$ cat src/rtl/spi_regfile_pkg.sv
// Shared FSM type, command-word constants and address helper for the SPI register-file slave.
package spi_regfile_pkg;

    typedef enum logic [1:0] {IDLE, CMD, RDATA, WDATA} spi_state_t;

    localparam int unsigned CMD_W      = 8;
    localparam int unsigned CMD_RD_BIT = 7;
    localparam logic [6:0]  ADDR_MASK  = 7'h7F;

    // Burst address step: the top register wraps back to 0.
    function automatic logic [6:0] next_addr(input logic [6:0] addr, input int unsigned num_regs);
        return (32'(addr) == num_regs - 1) ? 7'd0 : addr + 7'd1;
    endfunction

endpackage

$ cat src/rtl/spi_sync_edge.sv
// N-stage synchroniser for one asynchronous input, with rise/fall strobes taken from the
// last two synchronised samples. Strobes stay quiet until the chain holds only real samples.
module spi_sync_edge #(
    parameter int unsigned STAGES  = 2,
    parameter logic        RST_VAL = 1'b0
) (
    input  logic i_clk,
    input  logic i_rst_n,
    input  logic i_d,
    output logic o_level,
    output logic o_rise,
    output logic o_fall
);

    logic [STAGES:0] r_sync;
    logic [STAGES:0] r_vld;

    always_ff @(posedge i_clk or negedge i_rst_n) begin
        if (!i_rst_n) begin
            r_sync <= {(STAGES + 1){RST_VAL}};
            r_vld  <= '0;
        end else begin
            r_sync <= {r_sync[STAGES-1:0], i_d};
            r_vld  <= {r_vld[STAGES-1:0], 1'b1};
        end
    end

    assign o_level = r_sync[STAGES-1];
    assign o_rise  = r_vld[STAGES] &  r_sync[STAGES-1] & ~r_sync[STAGES];
    assign o_fall  = r_vld[STAGES] & ~r_sync[STAGES-1] &  r_sync[STAGES];

endmodule

$ cat src/rtl/spi_regfile_slave.sv
// SPI mode-1 slave exposing a register file (address 0 = read-only ID), fully clocked by clk.
// Define SPI_BURST_EN to let a frame run multiple words with auto-incrementing address.
//  5 SPI_BURST_EN: write cmd 8'h06 + 8'h11,8'h22,8'h33 -> reg6=8'h11, reg7=8'h22; 3rd word wraps to RO addr 0,
//    dropped; exactly 2 pulses (wr_addr_o 6,7). Without the macro: only reg6=8'h11, one pulse.
module spi_regfile_slave
    import spi_regfile_pkg::*;
#(
    parameter int unsigned       DATA_W      = 8,
    parameter int unsigned       NUM_REGS    = 8,
    parameter int unsigned       SYNC_STAGES = 2,
    parameter logic [DATA_W-1:0] ID_VALUE    = 8'h96
) (
    input  logic                         clk,
    input  logic                         rst_n,
    input  logic                         sclk,
    input  logic                         mosi,
    input  logic                         cs_n,
    output logic                         miso,
    output logic                         miso_oe,
    output logic [NUM_REGS*DATA_W-1:0]   regs_o,
    output logic                         wr_pulse_o,
    output logic [6:0]                   wr_addr_o
);

    localparam int unsigned CNT_W = $clog2(((DATA_W > CMD_W) ? DATA_W : CMD_W) + 1);
    localparam int unsigned IDX_W = $clog2(NUM_REGS);

    logic w_sclk_lvl, w_sclk_rise, w_sclk_fall;
    logic w_cs_lvl, w_cs_rise, w_cs_fall;
    logic w_mosi, w_mosi_rise, w_mosi_fall;
    logic w_unused;
    logic w_wr_ok;
    logic [CMD_W-1:0] w_cmd_full;

    spi_state_t        r_state;
    logic [CNT_W-1:0]  r_cnt;
    logic [CMD_W-2:0]  r_cmd;
    logic [6:0]        r_addr;
    logic [DATA_W-1:0] r_shift;
    logic              r_load, r_wr_pend, r_done, r_miso, r_wr_pulse;
    logic [6:0]        r_wr_addr;
    logic [DATA_W-1:0] r_regs [NUM_REGS];

    spi_sync_edge #(.STAGES(SYNC_STAGES), .RST_VAL(1'b0)) u_sync_sclk (
        .i_clk(clk), .i_rst_n(rst_n), .i_d(sclk),
        .o_level(w_sclk_lvl), .o_rise(w_sclk_rise), .o_fall(w_sclk_fall)
    );
    spi_sync_edge #(.STAGES(SYNC_STAGES), .RST_VAL(1'b1)) u_sync_cs (
        .i_clk(clk), .i_rst_n(rst_n), .i_d(cs_n),
        .o_level(w_cs_lvl), .o_rise(w_cs_rise), .o_fall(w_cs_fall)
    );
    spi_sync_edge #(.STAGES(SYNC_STAGES), .RST_VAL(1'b0)) u_sync_mosi (
        .i_clk(clk), .i_rst_n(rst_n), .i_d(mosi),
        .o_level(w_mosi), .o_rise(w_mosi_rise), .o_fall(w_mosi_fall)
    );

    assign w_unused = ^{w_sclk_lvl, w_cs_rise, w_mosi_rise, w_mosi_fall};

    function automatic logic [DATA_W-1:0] rd_val(input logic [6:0] a);
        if (a == 7'd0) return ID_VALUE;
        if (32'(a) >= NUM_REGS) return '0;
        return r_regs[a[IDX_W-1:0]];
    endfunction

    assign w_cmd_full = {r_cmd, w_mosi};
    assign w_wr_ok    = (r_addr != 7'd0) && (32'(r_addr) < NUM_REGS);

`ifdef SPI_BURST_EN
    logic [DATA_W-1:0] w_rd_nxt;
    assign w_rd_nxt = rd_val(next_addr(r_addr, NUM_REGS));
`endif

    always_ff @(posedge clk or negedge rst_n) begin
        if (!rst_n) begin
            r_state    <= IDLE;
            r_cnt      <= '0;
            r_cmd      <= '0;
            r_addr     <= '0;
            r_shift    <= '0;
            r_load     <= 1'b0;
            r_wr_pend  <= 1'b0;
            r_done     <= 1'b0;
            r_miso     <= 1'b0;
            r_wr_pulse <= 1'b0;
            r_wr_addr  <= '0;
            r_regs     <= '{default: '0};
        end else begin
            r_wr_pulse <= 1'b0;
            r_load     <= 1'b0;
            r_wr_pend  <= 1'b0;
            if (r_load) r_shift <= rd_val(r_addr);
            // A completed word commits even if cs_n is already on its way up.
            if (r_wr_pend) begin
                if (w_wr_ok) begin
                    r_regs[r_addr[IDX_W-1:0]] <= r_shift;
                    r_wr_pulse                <= 1'b1;
                    r_wr_addr                 <= r_addr;
                end
`ifdef SPI_BURST_EN
                r_addr <= next_addr(r_addr, NUM_REGS);
`endif
            end
            if (w_cs_lvl) begin
                r_state <= IDLE;
                r_cnt   <= '0;
                r_miso  <= 1'b0;
                r_done  <= 1'b0;
            end else begin
                unique case (r_state)
                    IDLE: begin
                        if (w_cs_fall) begin
                            r_state <= CMD;
                            r_cnt   <= '0;
                        end
                    end
                    CMD: begin
                        if (w_sclk_fall) begin
                            r_cmd <= w_cmd_full[CMD_W-2:0];
                            if (r_cnt == CNT_W'(CMD_W - 1)) begin
                                r_addr  <= w_cmd_full[6:0] & ADDR_MASK;
                                r_cnt   <= '0;
                                r_state <= w_cmd_full[CMD_RD_BIT] ? RDATA : WDATA;
                                r_load  <= w_cmd_full[CMD_RD_BIT];
                            end else begin
                                r_cnt <= r_cnt + CNT_W'(1);
                            end
                        end
                    end
                    RDATA: begin
                        if (w_sclk_rise && !r_done) begin
                            if (r_cnt < CNT_W'(DATA_W)) begin
                                r_miso  <= r_shift[DATA_W-1];
                                r_shift <= r_shift << 1;
                                r_cnt   <= r_cnt + CNT_W'(1);
                            end else begin
`ifdef SPI_BURST_EN
                                r_miso  <= w_rd_nxt[DATA_W-1];
                                r_shift <= w_rd_nxt << 1;
                                r_addr  <= next_addr(r_addr, NUM_REGS);
                                r_cnt   <= CNT_W'(1);
`else
                                r_miso  <= 1'b0;
                                r_done  <= 1'b1;
`endif
                            end
                        end
                    end
                    WDATA: begin
                        if (w_sclk_fall && !r_done) begin
                            r_shift <= {r_shift[DATA_W-2:0], w_mosi};
                            if (r_cnt == CNT_W'(DATA_W - 1)) begin
                                r_wr_pend <= 1'b1;
`ifdef SPI_BURST_EN
                                r_cnt     <= '0;
`else
                                r_done    <= 1'b1;
`endif
                            end else begin
                                r_cnt <= r_cnt + CNT_W'(1);
                            end
                        end
                    end
                    default: r_state <= IDLE;
                endcase
            end
        end
    end

    assign regs_o[0 +: DATA_W] = ID_VALUE;
    for (genvar g = 1; g < NUM_REGS; g++) begin : g_regs
        assign regs_o[g*DATA_W +: DATA_W] = r_regs[g];
    end

    assign miso       = r_miso;
    assign miso_oe    = ~w_cs_lvl;
    assign wr_pulse_o = r_wr_pulse;
    assign wr_addr_o  = r_wr_addr;

endmodule
$ cat config.mk
export PLATFORM = sky130hd
export DESIGN_NAME = spi_regfile_slave
export DESIGN_NICKNAME = d
export VERILOG_FILES = /design/src/rtl/spi_regfile_pkg.sv /design/src/rtl/spi_sync_edge.sv /design/src/rtl/spi_regfile_slave.sv
export SDC_FILE = /design/constraint.sdc
export NUM_CORES = 1
export LEC_CHECK = 0
export BUFFER_PORTS_ARGS = -buffer_cell sky130_fd_sc_hd__buf_2
export CAP_MARGIN = 30
export CELL_PAD_IN_SITES_DETAIL_PLACEMENT = 1
export CELL_PAD_IN_SITES_GLOBAL_PLACEMENT = 1
export CORE_UTILIZATION = 41
export CTS_CLUSTER_SIZE = 30
export DETAILED_ROUTE_END_ITERATION = 10
export HOLD_SLACK_MARGIN = 0.05
export PLACE_DENSITY_LB_ADDON = 0.1
export SETUP_SLACK_MARGIN = 0.05
export SYNTH_ARGS = -nofsm -noshare
export SYNTH_HDL_FRONTEND = slang
export SYNTH_SLANG_ARGS = --single-unit
export TNS_END_PERCENT = 100
$ cat constraint.sdc
create_clock -name clk -period 1.8 [get_ports clk]
set_input_delay 0.36 -clock clk [delete_from_list [all_inputs] [get_ports clk]]
set_output_delay 0.36 -clock clk [all_outputs]
set_load 0.1 [all_outputs]
==> impl_results.md <==
* Run status: finished, violations left
* Failing checks: negative setup slack
* Library cell used as clock root buffer: sky130_fd_sc_hd__clkbuf_16
* Period Utilization, post-route at 107%
* Startpoint type of the worst setup path: register
* Category of cells accounting for the largest share of critical-path delay: simple AND/OR/NAND/NOR gates
* Cells after synthesis at 426
* Unrepaired setup endpoints after global routing: yes
* Post-CTS clock slew at the launch and capture registers of the worst setup and hold paths at 0.07 ns
* Die X-Extent at 115 um
* Main combinational cell family by area after synthesis: multiplexers
* CTS Buf Count at 9
* Simple-gate portion of the synthesized area at 8.53%
* Deepest level of the CTS H-tree at 3
* Most common cell after layout, fill and taps aside: sky130_fd_sc_hd__dfrtp_1
* Top-level I/O count at 79
* Instance area at placement at 0.00567 sq mm
* Number of antenna diodes at 0
* Gpl congestion at 0.790
* Global-route wire length before repair at 18700 um
* Number of max-capacitance violations reported at 0
* Number of failing hold endpoints at the final stage at 0
* Global route total overflow at 0
* Nature of the critical path endpoint: register
* Cell row count at 41
* Largest stage delay on the critical path at 0.56 ns
* Class of the most critical hold timing path: primary input to asynchronous set/reset pin
* Worst-path fanout max at 8
* Area grow syn2layout at 18.4%
* Pre-CTS setup slack at -0.184 ns
* Initial DRT Pass Iterations at 4
* Total of warnings raised by yosys at 0
* Minimum period implied by the final worst setup slack at 1.93 ns
* FF+latch area at 0.00271 sq mm
* Cts-stage hold buffer count at 0
* Drt total wl at 12100 um
* Total track usage at 19.1%
* Number of max-slew violations in the final report at 0
* Largest buffer count on any clock path at 2
* Post-route worst hold slack at 0.0881 ns
* Number of antenna violations at the first check in global routing at 0
* Routed vias at 3339
* Syn Std Cell Area at 0.00527 sq mm
* Latest clock arrival within the worst-skew pair at 0.35 ns
* DR iter-0 viols at 103
* Crit path setup slack, layout at -0.126 ns
* Endpoints failing setup at 42
* Floorplan die area at 0.0133 sq mm
* Cells traversed along the worst timing path: or4_4 > nor3b_4 > and3_4 > buf_12 > mux2_4
* Area of the multi-input gates at 0.00213 sq mm
* Layout cell share with drive strength beyond 1 at 53.2%
* FMAX at 519 MHz
* Required time reported for the critical path endpoint at 2.03 ns
* Clock Skew at 0.00763 ns
* Per-instance average area after synthesis at 12.4 sq um
* Y dimension of the die at 115 um
* Worst-Margin Slew at 0.568 ns
* Final-layout setup total negative slack at -2.91 ns
* Maximum number of pins on one net before global-route repair at 109
* Sequential-to-total area share from yosys stat at 51.4%
* Worst slew margin at 62.2%
* Post-Synth XOR/XNOR Area at 0%
* Net count of the finished layout at 488
* Most frequent cells in the layout: sky130_fd_sc_hd__dfrtp_1, sky130_fd_sc_hd__buf_2, sky130_fd_sc_hd__mux2_2
* Average vias per placed instance at 5.07
* EDFF count, synth at 0
* Cell with the largest stage delay on the worst path: sky130_fd_sc_hd__or4_4
* Share of cell area taken by muxes after synthesis at 21.2%
* Flip-flop and latch count after synthesis at 108
* Leakage power of the design at 3.18 nW
* Average wire per cell in the routed design at 18.3 um
* Layout filler cell count at 1333
* Top flip-flop cell by instance count after synthesis: sky130_fd_sc_hd__dfrtp_1
* Ratio of total power to cell area at 737 mW/mm^2
* DP Wirelength at 8340 um
* Peak supply drop at 640 uV
* Starting Density at 41.9%
* Worst Path Arrival at 2.16 ns
* Adder and majority cell fraction of the synthesized area at 0.238%
* Fraction of the mapped netlist area in compound gates at 6.44%
* Buf+Inv Stages, Crit Path at 1
* Number of sinks driven by the clock tree at 108
* Port Buffer Count at 70
* Number of global-route vias before repair at 3351
* TritonCTS clock tree: yes
* Worst setup path class: register to register
* Drt drc at 0
* Count of cell types in the netlist at 56
* Core Region at 0.0126 sq mm
* Async S/R FF share, synth at 100%
* Final non-filler cell area at 0.00623 sq mm
* Antenna Nets Post-Route at 0
## flip-flops by register name, indices dropped and copies added (netlist names), 3 cells and up
register / count
regs_o: 56
r_cnt: 4
r_cmd: 7
u_sync_cs.r_sync: 3
wr_addr_o: 7
r_shift: 8
u_sync_cs.r_vld: 3
r_addr: 7
u_sync_sclk.r_sync: 3
## path summary, 6_finish.rpt
check	from	to	depth (start not counted)	slack, ns
worst max-delay path	r_addr[5]	regs_o[52]	5	-0.13
worst min-delay path	rst_n	regs_o[25]	2	0.09
worst max register to register	r_addr[5]	regs_o[52]	5	-0.13
worst min register to register	u_sync_sclk.r_sync[0]	u_sync_sclk.r_sync[1]	0	0.35
max in group asynchronous	rst_n	r_addr[0]	2	1.27
min in group clk	cs_n	u_sync_cs.r_sync[0]	1	0.11
## synthesized netlist by cell type, types with 4 or more instances
master                     instances  area share, %
sky130_fd_sc_hd__buf_4            64            9.1
sky130_fd_sc_hd__mux2i_1          15            2.9
sky130_fd_sc_hd__nand2b_1          5           0.59
sky130_fd_sc_hd__mux2_2           73             16
sky130_fd_sc_hd__buf_1             5           0.36
sky130_fd_sc_hd__nand2_1          14            1.0
sky130_fd_sc_hd__inv_1             7           0.50
sky130_fd_sc_hd__buf_2             7           0.67
sky130_fd_sc_hd__clkbuf_1         10           0.71
sky130_fd_sc_hd__a32oi_1           4           0.67
sky130_fd_sc_hd__nand3b_1          4           0.57
sky130_fd_sc_hd__o21ai_0           4           0.38
sky130_fd_sc_hd__a21oi_1          17            1.6
sky130_fd_sc_hd__a211o_1           4           0.67
sky130_fd_sc_hd__dfrtp_1         105             50
sky130_fd_sc_hd__nor2b_1           4           0.48
sky130_fd_sc_hd__mux4_2            5            2.1
sky130_fd_sc_hd__and2_1            4           0.48
sky130_fd_sc_hd__nor2_1           10           0.71
## power by group
group / internal, W / switching [W]
sequential: 0.00245 / 0.0000167
combinational: 0.0000632 / 0.000166
clock: 0.00105 / 0.000843
total: 0.00357 / 0.00103
## cell type report
class                           instances  area share, %
Multi-Input combinational cell        228           34.2
Clock buffer                           15           4.46
Tap cell                              172           3.45
Clock inverter                          1         0.0803
Timing Repair Buffer                  127           13.8
Sequential cell                       108           43.4
Inverter                                8          0.542
## metrics by stage
stage | total power [W] | instances | utilization (%)
after floorplan | 0.00265 | 433 | -
after global placement | 0.00271 | 631 | 45.1
after detailed placement | 0.00272 | 631 | 45.1
after CTS | 0.00464 | 650 | 48.2
after global routing | 0.00477 | 659 | 49.6
final | 0.00459 | 659 | 49.6
## routing by layer
layer	vias up	routed length, um	GRT usage (%)
met4	0	214	5.89
met1	1743	5190	24.1
met3	13	342	4.96
li1	1536	-	-
met5	-	0	0
met2	47	6350	32.0
## logic make-up (layout without fill, tap and decap cells)
family | count (synthesis) | count (layout)
other cells | 2 | 9
simple gates | 75 | 75
mux | 95 | 95
fa+ha+maj | 1 | 1
compound gates | 48 | 48
flops | 108 | 108
buf+inv | 97 | 151
## timing repair
| item | 4_1_cts | 5_1_grt |
|---|---|---|
| setup buffers | 3 | 8 |
| gates cloned | 0 | 1 |
| gates resized for setup | 19 | 32 |
| pin swaps | 7 | 9 |
| setup endpoints to repair | 72 | 69 |
| endpoints found under the hold margin | 0 | 0 |
Power figures use the tool's default switching activity.
